===== src/rtl/fp_classify_pipe.sv =====
// Two-stage floating-point classifier with valid/ready handshake on both sides.
// S1 registers the decoded exponent/fraction flags; S2 registers a 10-bit one-hot class mask.
module fp_classify_pipe #(
    parameter int exp_width  = 8,
    parameter int mant_width = 24
) (
    input  logic                              clk,
    input  logic                              rst_l,
    input  logic                              flush,
    input  logic                              in_valid,
    output logic                              in_ready,
    input  logic [exp_width+mant_width-1:0]   a,
    output logic                              out_valid,
    input  logic                              out_ready,
    output logic [exp_width+mant_width-1:0]   out
);

    localparam int W  = exp_width + mant_width;
    localparam int FW = mant_width - 1;

    // Bit order: -inf, -norm, -sub, -0, +0, +sub, +norm, +inf, sNaN, qNaN; NaN ignores sign.
    function automatic logic [9:0] class_mask(
        input logic sign,
        input logic exp_ones,
        input logic exp_zero,
        input logic frac_zero,
        input logic frac_msb
    );
        logic [9:0] m;
        m = 10'b00_0000_0000;
        if (exp_ones) begin
            if (frac_zero) begin
                m = sign ? 10'b00_0000_0001 : 10'b00_1000_0000;
            end else if (frac_msb) begin
                m = 10'b10_0000_0000;
            end else begin
                m = 10'b01_0000_0000;
            end
        end else if (exp_zero) begin
            if (frac_zero) begin
                m = sign ? 10'b00_0000_1000 : 10'b00_0001_0000;
            end else begin
                m = sign ? 10'b00_0000_0100 : 10'b00_0010_0000;
            end
        end else begin
            m = sign ? 10'b00_0000_0010 : 10'b00_0100_0000;
        end
        return m;
    endfunction

    logic                 s1_valid_q, s1_valid_d;
    logic                 s2_valid_q, s2_valid_d;
    logic                 s1_sign_q, s1_sign_d;
    logic                 s1_exp_ones_q, s1_exp_ones_d;
    logic                 s1_exp_zero_q, s1_exp_zero_d;
    logic                 s1_frac_zero_q, s1_frac_zero_d;
    logic                 s1_frac_msb_q, s1_frac_msb_d;
    logic [9:0]           s2_mask_q, s2_mask_d;

    logic                 s1_adv_s;
    logic                 s2_adv_s;
    logic                 s1_load_s;
    logic                 s2_load_s;
    logic [exp_width-1:0] a_exp_s;
    logic [FW-1:0]        a_frac_s;

    // Handshake, stage advance and next-state computation for every flop.
    always_comb begin
        a_exp_s   = a[W-2 -: exp_width];
        a_frac_s  = a[FW-1:0];
        s2_adv_s  = !s2_valid_q || out_ready;
        s1_adv_s  = !s1_valid_q || s2_adv_s;
        s1_load_s = in_valid && s1_adv_s && !flush;
        s2_load_s = s1_valid_q && s2_adv_s;

        if (flush) begin
            s1_valid_d = 1'b0;
            s2_valid_d = 1'b0;
        end else begin
            s1_valid_d = s1_adv_s ? in_valid : s1_valid_q;
            s2_valid_d = s2_adv_s ? s1_valid_q : s2_valid_q;
        end

        if (s1_load_s) begin
            s1_sign_d      = a[W-1];
            s1_exp_ones_d  = &a_exp_s;
            s1_exp_zero_d  = ~|a_exp_s;
            s1_frac_zero_d = ~|a_frac_s;
            s1_frac_msb_d  = a_frac_s[FW-1];
        end else begin
            s1_sign_d      = s1_sign_q;
            s1_exp_ones_d  = s1_exp_ones_q;
            s1_exp_zero_d  = s1_exp_zero_q;
            s1_frac_zero_d = s1_frac_zero_q;
            s1_frac_msb_d  = s1_frac_msb_q;
        end

        if (s2_load_s) begin
            s2_mask_d = class_mask(s1_sign_q, s1_exp_ones_q, s1_exp_zero_q,
                                   s1_frac_zero_q, s1_frac_msb_q);
        end else begin
            s2_mask_d = s2_mask_q;
        end
    end

    // Valid flags are the only state cleared by reset.
    always_ff @(posedge clk or negedge rst_l) begin
        if (!rst_l) begin
            s1_valid_q <= 1'b0;
            s2_valid_q <= 1'b0;
        end else begin
            s1_valid_q <= s1_valid_d;
            s2_valid_q <= s2_valid_d;
        end
    end

    // Payload registers; contents only matter while the matching valid flag is set.
    always_ff @(posedge clk) begin
        s1_sign_q      <= s1_sign_d;
        s1_exp_ones_q  <= s1_exp_ones_d;
        s1_exp_zero_q  <= s1_exp_zero_d;
        s1_frac_zero_q <= s1_frac_zero_d;
        s1_frac_msb_q  <= s1_frac_msb_d;
        s2_mask_q      <= s2_mask_d;
    end

    assign in_ready  = s1_adv_s;
    assign out_valid = s2_valid_q;
    assign out       = {{(W-10){1'b0}}, s2_mask_q};

endmodule


===== config.mk =====
export PLATFORM = sky130hd
export DESIGN_NAME = fp_classify_pipe
export DESIGN_NICKNAME = d
export VERILOG_FILES = /design/src/rtl/fp_classify_pipe.sv
export SDC_FILE = /design/constraint.sdc
export NUM_CORES = 1
export LEC_CHECK = 0
export CORE_MARGIN = 2
export CORE_UTILIZATION = 34
export DETAILED_ROUTE_END_ITERATION = 12
export GPL_ROUTABILITY_DRIVEN = 0
export PLACE_DENSITY = 0.83
export SLEW_MARGIN = 20
export SYNTH_ARGS = -nofsm -noshare
export SYNTH_HDL_FRONTEND = slang
export SYNTH_SLANG_ARGS = --single-unit

===== constraint.sdc =====
create_clock -name clk -period 3.5 [get_ports clk]
set_input_delay 0.875 -clock clk [delete_from_list [all_inputs] [get_ports clk]]
set_output_delay 0.875 -clock clk [all_outputs]
set_load 0.01 [all_outputs]

[Word level (Yosys, flattened, before mapping)]
Index checks and enable logic that the tools add are counted.
Storage, ports and cells
  bits in latches: 0
  memory bits (writable): 0
  bits in read-only memories: 0
  word-level logic and storage cells: 36
  memories: 0
  output and inout port bits: 34
  register bits: 17
  input bits: 37
Cells by class
  multipliers: 0
  div/mod/pow operators: 0
  order comparisons: 0
  reduce and logical (&&, ||, !) cells: 15
  add/subtract/negate cells: 0
  bitwise gates (word level): 0
  shift operators: 0
  muxes and demuxes: 13
  eq/ne operators: 0
Operators with widths (number)
  2-to-1 mux 10 bit: 4
  OR reduction 23 bit: 1
  2-to-1 mux 6 bit: 2
  2-to-1 mux 8 bit: 1
  AND reduction 8 bit: 1
  OR reduction 8 bit: 1
  2-to-1 mux 7 bit: 1
  zero test 1 bit: 5
  2-to-1 mux 5 bit: 1
  2-to-1 mux 1 bit: 4
  nonzero test 2 bit: 2
  logical AND 1 bit: 3
  logical OR 1 bit: 2

[Depth between registers and ports, before layout]
Gate-level depths: netlist of the first run.
  word-level depth: 5
  depth in mapped cells: 3
  mapped depth without buffers: 3

[Worst setup path after synthesis of the first run]
OpenSTA, ideal clock, no wires.
  kind: input-to-output
  from: in out_ready
  to: out in_ready
  slack: 1.435 ns
  data required time: 2.625 ns
  buffers on the path: 0
  stages: 2
  data arrival time: 1.190 ns
  cell sequence: nor2b_1 -> nand2_1
Between the ends
  cells in the longest elaborated chain, start to end: 2
RTL lines
  start, declared: RTL line 14  | input logic out_ready,
  logical OR 1 bit: RTL line 71  | s2_adv_s = !s2_valid_q || out_ready;
  logical OR 1 bit: RTL line 72  | s1_adv_s = !s1_valid_q || s2_adv_s;
  end, declared: RTL line 11  | output logic in_ready,
Every way passes these cells.

[Worst setup path after layout of the first run]
Ends and elaborated chain as after synthesis.

==> results.md, run 1 <==
- Synth warn: 0
- H-Tree Depth: 1
- CP peak stage delay: a little under 0.5 ns
- Number of enable flip-flop cells after synthesis: 15
- CP max FO: 4
- Layout cells sized above 1: 0.0238
- Most common cell in the netlist: buf_4
- Most used cell, CP: clkdlybuf4s50_1
- Finished Layout Cells: 156
- Fill count: 213
- IO buf count: 48
- RSZ-0062 raised after global routing: false
- Fin. max-slew vios: 0
- Sink Count: 17
- Final WL: 1650 um
- Synthesized area per cell: ~12 sq um
- Worst setup path start: out_ready
- Setup TNS: 0 ns
- Core Box Area: ~0.0025 sq mm
- Clock skew: between 0.008 and 0.009 ns
- Dpl cells: roughly 150
- Clock tree from TritonCTS: yes
- Required time worst endpoint: between 2 and 3 ns
- Worst Path Class, Setup: in -> out
- Diode count: 0
- Yosys reg bits: 17
- Post-Syn Instances: 75
- Clk buf depth: 2
- Synth cell types: 16
- Reg2reg start: out_valid$_DFFE_PN0P_
- DIE HEIGHT: approximately 55 um
- Starting density of the core: 0.356
- Global Route Usage Sum: 0.119
- Area Overhead vs Synth: 52.4%
- Nets: between 150 and 200
- Main synth FF type: edfxtp_1
- GR Overflow Total: 0
- Root Driver: clkbuf_4
- Switch share: 0.211
- Die area: between 0.002 and 0.003 sq mm
- Run status: completed
- Row count: 18
- Final setup fails: 0
- First-pass GRT wire length: between 2000 and 3000 um
- Top post-synthesis cells by count: 22 x buf_4, 15 x edfxtp_1, 7 x nor2_1
- HP Start: s1_valid_q$_DFFE_PN0P_
- Initial DRC count: 16
- Power per cell area: slightly above 300 mW/mm^2
- Asr flop ratio synth: 0.118
- Skew-Pair Late Insertion Delay: approximately 0.27 ns
- Switching pwr: roughly 86 uW
- Maxcap violations: 0
- Post-CTS Resized: 0
- Largest net degree at the start of global routing: 11
- Synth top area share: 0.516
- Fmax: around 0.33 GHz
- TritonCTS Buffers: 3
- Setup crit start kind: input pin
- Worst rel slew slack: 0.501
- DRT Pass-1 Iters: 4
- Post-synthesis sequential area ratio: 0.573
- Int Power: between 300 and 400 uW
- Vias: 700
- Hold violation total from the final report: 0
- CP top delay family: buffers and inverters
- CP max stage cell: clkdlybuf4s50_1
- Slew @ Worst Pin: 0.748 ns
- Logic pwr share: 0.191
- Leakage Power: a little over 0.0005 uW
- Antenna violations before repair: 0
- Avg WL per Cell: roughly 11 um
- DR DRC count: 0
- Postcts setup bufs: 0
- Largest area contributor in the netlist: edfxtp_1
- Maximum VDD drop: roughly 160 uV
- I/O Pins: between 70 and 80
- Worst path cell trace: clkdlybuf4s50_1, nor2b_1, nand2_1, clkdlybuf4s50_1
- Vias in the first global route: between 600 and 700
- Clock Power Share: 0.238
- Die X: around 55 um
- Netlist Area Pre-Place: 873 sq um
- Hpwl dp: roughly 1400 um
- Worst setup EP type: output port
- Final period util: 0.853
- Synth top area cells: edfxtp_1 52%, buf_4 19%, dfrtp_1 5.7%
- Worst Hold Class: reg -> reg
- Bufs and invs on worst path: 2
- CTS Hold Bufs: 0
- Share of total power in sequential cells: 0.571
- Clock edge transition at the registers on the reported setup and hold paths: ~0.09 ns
- Via density: 4.49
- Antenna-violating nets left: 0
- CP arrival: 2.11 ns
- Post-layout min period: 2.99 ns
## power groups by stage
stage | Clock [uW] | Sequential, uW | Combinational, uW
floorplan | 0 | 240 | 37.4
global placement | 0 | 236 | 75.8
detailed placement | 0 | 237 | 77.2
CTS | 99.6 | 232 | 77.7
global route | 116 | 233 | 83.9
finish | 97.0 | 232 | 77.8
## per-stage QoR
| step | hold slack, ns | utilization | setup WS [ns] | cell area, sq um | total power [uW] |
|---|---|---|---|---|---|
| final | 0.584 | 0.542 | 0.514 | 1330 | 407 |
| after CTS | 0.592 | 0.542 | 0.496 | 1330 | 410 |
| after detailed placement | 0.543 | 0.532 | 0.527 | 1310 | 314 |
| after global routing | 0.613 | 0.542 | 0.441 | 1330 | 433 |
| after floorplan | 0.503 | - | 1.44 | 952 | 277 |
| after global placement | 0.519 | 0.532 | 0.563 | 1310 | 312 |
## kinds of logic after synthesis
group,count (synthesis),share of synthesized area
and+or+nand+nor,34,0.228
other,1,0.00429
AOI/OAI and AO/OA,1,0.00573
buffers and inverters,22,0.189
DFF,17,0.573
## placed cells by master (no fill, tap or decap), drive strengths merged
cell type and instances:
and3 1, nor4 5, and3b 3, nor3b 4, nand2b 1, or4 2
nand2 3, nand4 3, nor3 3, a21oi 1, edfxtp 15, nor2 7
nor2b 2, clkdlybuf4s50 48, clkbuf 4, dfrtp 2, conb 22
## final timing paths
kind / end / slack (ns) / cells past startpoint
worst max-delay path: in_ready / 0.51 / 4
worst min-delay path: out_valid$_DFFE_PN0P_ / 0.58 / 2
worst max register to register: s2_mask_q[0]$_SDFFCE_PN0P_ / 1.99 / 2
worst min register to register: out_valid$_DFFE_PN0P_ / 0.58 / 2
max in group asynchronous: s1_valid_q$_DFFE_PN0P_ / 2.62 / 1
min in group asynchronous: out_valid$_DFFE_PN0P_ / 0.75 / 1
## state kept, by name, summed over array words and instances (netlist names)
signal and cells:
s2_mask_q 10, out_valid 1, s1_exp_zero_q 1, s1_exp_ones_q 1, s1_frac_zero_q 1, s1_frac_msb_q 1, s1_sign_q 1, s1_valid_q 1
## tightest hold or removal path, cell delays in order (launching register included)
cell     delay, ns
dfrtp_1       0.40
nor2_1        0.07
nor2_1        0.08
## routing by layer
layer	vias up	GRT usage	routed length (um)
li1	329	-	-
met1	313	0.0878	503
met2	50	0.240	919
met3	8	0.0410	178
met4	0	0.0833	49
met5	-	0	0
## layout make-up
| type | count | area (sq um) | area share |
|---|---|---|---|
| multi-input combinational | 57 | 287 | 0.215 |
| tap | 30 | 37.5 | 0.0282 |
| sequential | 17 | 500 | 0.376 |
| clock buffer | 4 | 26.3 | 0.0197 |
| timing repair buffer | 48 | 480 | 0.361 |
Note: power is estimated with default switching activity, not from simulation.
==> run 2: changes to the inputs <==
PLACE_DENSITY = unset   (was 0.83)
PLACE_DENSITY_LB_ADDON = 0.15   (was unset)
==> run 2 against run 1 <==
Via count shrank 2.4%; die area unchanged; flip-flop and latch count did not move; register-to-register slack barely moved; sequential share of layout area unchanged; power shrank 0.13%; combinational power decreased by 0.9%; non-clock buffer count is the same; largest cell class unchanged; highest routed layer unchanged.
==> results.md, run 2 (same netlist as run 1, synthesis figures left out) <==
- Die X: 54.7 um (unchanged)
- Share of total power in sequential cells: 0.571 (about the same)
- HP Start: s1_frac_msb_q$_DFFE_PP_
- Worst hold stages: 1 (-1)
- Setup crit start kind: input pin
- Vias in the first global route: 565 (-15%)
- Most used cell, CP: clkdlybuf4s50_1
- Most common cell after layout, fill and taps aside: clkdlybuf4s50_1
- Switching pwr: 85.2 uW (-0.65%)
- Clock Power Share: 0.239 (about the same)
- H-Tree Depth: 1 (unchanged)
- Clock skew: 0.00316 ns (-0.00488 ns)
- IO buf count: 48 (unchanged)
- Slew @ Worst Pin: 0.778 ns (+0.0304 ns)
- Worst rel slew slack: 0.480 (-0.0203)
- Worst reg2reg path depth: 2 (unchanged)
- Register with the most flip-flops: s2_mask_q
- R2r setup slk: 1.98 ns (about the same)
- Worst setup EP type: output port
- Reg2reg start: out_valid$_DFFE_PN0P_
- CP top delay family: buffers and inverters
- Hold Worst Slack: 0.558 ns (-0.0262 ns)
- Fmax: 0.339 GHz (+1.4%)
- Sink Count: 17 (unchanged)
- Initial DRC count: 6 (-10)
- Skew-Pair Late Insertion Delay: 0.27 ns (about the same)
- Row count: 18 (unchanged)
- Largest register FFs: 10 (unchanged)
- CTS Hold Bufs: 0 (unchanged)
- Die area: 0.00299 sq mm (unchanged)
- Via density: 4.38 (-2.4%)
- Final setup fails: 0 (unchanged)
- Most frequent cells in the layout: 48 x clkdlybuf4s50_1, 22 x conb_1, 15 x edfxtp_1
- Min-Delay Endpoint: s2_mask_q[8]$_SDFFCE_PP0P_
- Nets: 164 (unchanged)
- DR DRC count: 0 (unchanged)
- Avg WL per Cell: 9.28 um (-12%)
- Area Overhead vs Synth: 52.4% (unchanged)
- CP peak stage delay: 0.48 ns (about the same)
- Final WL: 1450 um (-12%)
- Maximum VDD drop: 162 uV (+3.8%)
- Clk buf depth: 2 (unchanged)
- Global Route Usage Sum: 0.0968 (-0.0223)
- Final period util: 0.842 (-0.0114)
- DIE HEIGHT: 54.7 um (unchanged)
- First-pass GRT wire length: 2080 um (-18%)
- RSZ-0062 raised after global routing: false
- Post-layout min period: 2.95 ns (-0.0400 ns)
- Worst Hold Class: reg -> reg
- Root Driver: clkbuf_4
- Required time worst endpoint: 2.62 ns (about the same)
- Core Box Area: 0.00245 sq mm (unchanged)
- Power per cell area: 305 mW/mm^2 (-0.13%)
- TritonCTS Buffers: 3 (unchanged)
- CP max FO: 4 (unchanged)
- I/O Pins: 71 (unchanged)
- Logic pwr share: 0.190 (about the same)
- Run status: completed
- Post-CTS Resized: 0 (unchanged)
- Setup TNS: 0 ns (unchanged)
- Fin. max-slew vios: 0 (unchanged)
- Int Power: 321 uW (about the same)
- Postcts setup bufs: 0 (unchanged)
- Hpwl dp: 1280 um (-10%)
- Worst path cell trace: clkdlybuf4s50_1, nor2b_1, nand2_1, clkdlybuf4s50_1
- Leakage Power: 0.000503 uW (unchanged)
- Diode count: 0 (unchanged)
- Vias: 683 (-2.4%)
- Maxcap violations: 0 (unchanged)
- Final core utilization: 0.542 (unchanged)
- CP arrival: 2.07 ns (-0.04 ns)
- End of the worst register-to-register path: s2_mask_q[5]$_SDFFCE_PP0P_
- Clock tree from TritonCTS: yes
- Largest net degree at the start of global routing: 11 (unchanged)
- Antenna-violating nets left: 0 (unchanged)
- Antenna violations before repair: 0 (unchanged)
- Clock edge transition at the registers on the reported setup and hold paths: 0.09 ns (about the same)
- Bufs and invs on worst path: 2 (unchanged)
- GR Overflow Total: 0 (unchanged)
- Hold violation total from the final report: 0 (unchanged)
- Switch share: 0.210 (-0.00110)
- Worst Path Class, Setup: in -> out
- DRT Pass-1 Iters: 4 (unchanged)
- CP max stage cell: clkdlybuf4s50_1
- Starting density of the core: 0.356 (unchanged)
- Layout cells sized above 1: 0.0238 (unchanged)
[run 2: cell counts in the layout (fill, tap and decap cells not counted)]
No cell type changed its count.
[run 2: cell type report]
type | instances | area (sq um)
clock buffer | 4 | 26.3
fill | 209 | 1120
multi-input combinational | 57 | 287
sequential | 17 | 500
tap | 30 | 37.5
timing repair buffer | 48 | 480
[run 2: worst max-delay path by stage]
| stage | endpoint | from | cells after the start | slack, ns |
|---|---|---|---|---|
| 2_1_floorplan | in_ready | out_ready | 2 | 1.44 |
| 3_3_place_gp | in_ready | out_ready | 4 | 0.55 |
| 3_5_place_dp | in_ready | out_ready | 4 | 0.55 |
| 4_1_cts | in_ready | out_ready | 4 | 0.54 |
| 5_1_grt | in_ready | out_ready | 4 | 0.47 |
| 6_report | in_ready | out_ready | 4 | 0.55 |
[run 2: metal layers]
metal  wire length, um  GRT usage  share of wire
met5                 0          0              0
met1               567      0.118           0.39
met3               166     0.0328           0.11
met2               707      0.151           0.49
met4                 6     0.0500         0.0041
[run 2: per-stage QoR]
step	instances	power [uW]	worst slack [ns]	instance area [sq um]
3_3_place_gp	152	313	0.553	1310
4_1_cts	156	411	0.544	1330
6_report	156	407	0.554	1330
2_1_floorplan	96	277	1.44	952
3_5_place_dp	152	314	0.548	1310
5_1_grt	156	428	0.465	1330
[run 2: power groups by stage]
stage | registers (uW) | logic, uW | clock network, uW
after floorplan | 240 | 37.4 | 0
after global placement | 237 | 76.4 | 0
after detailed placement | 237 | 77.1 | 0
after CTS | 233 | 77.2 | 101
after global routing | 233 | 83.9 | 111
final | 232 | 77.1 | 97.2
[run 2: worst reg2reg max path: stages (launching register included)]
cell and delay [ns]:
dfrtp_1 0.38, nor2b_1 0.16, nor2b_1 0.62
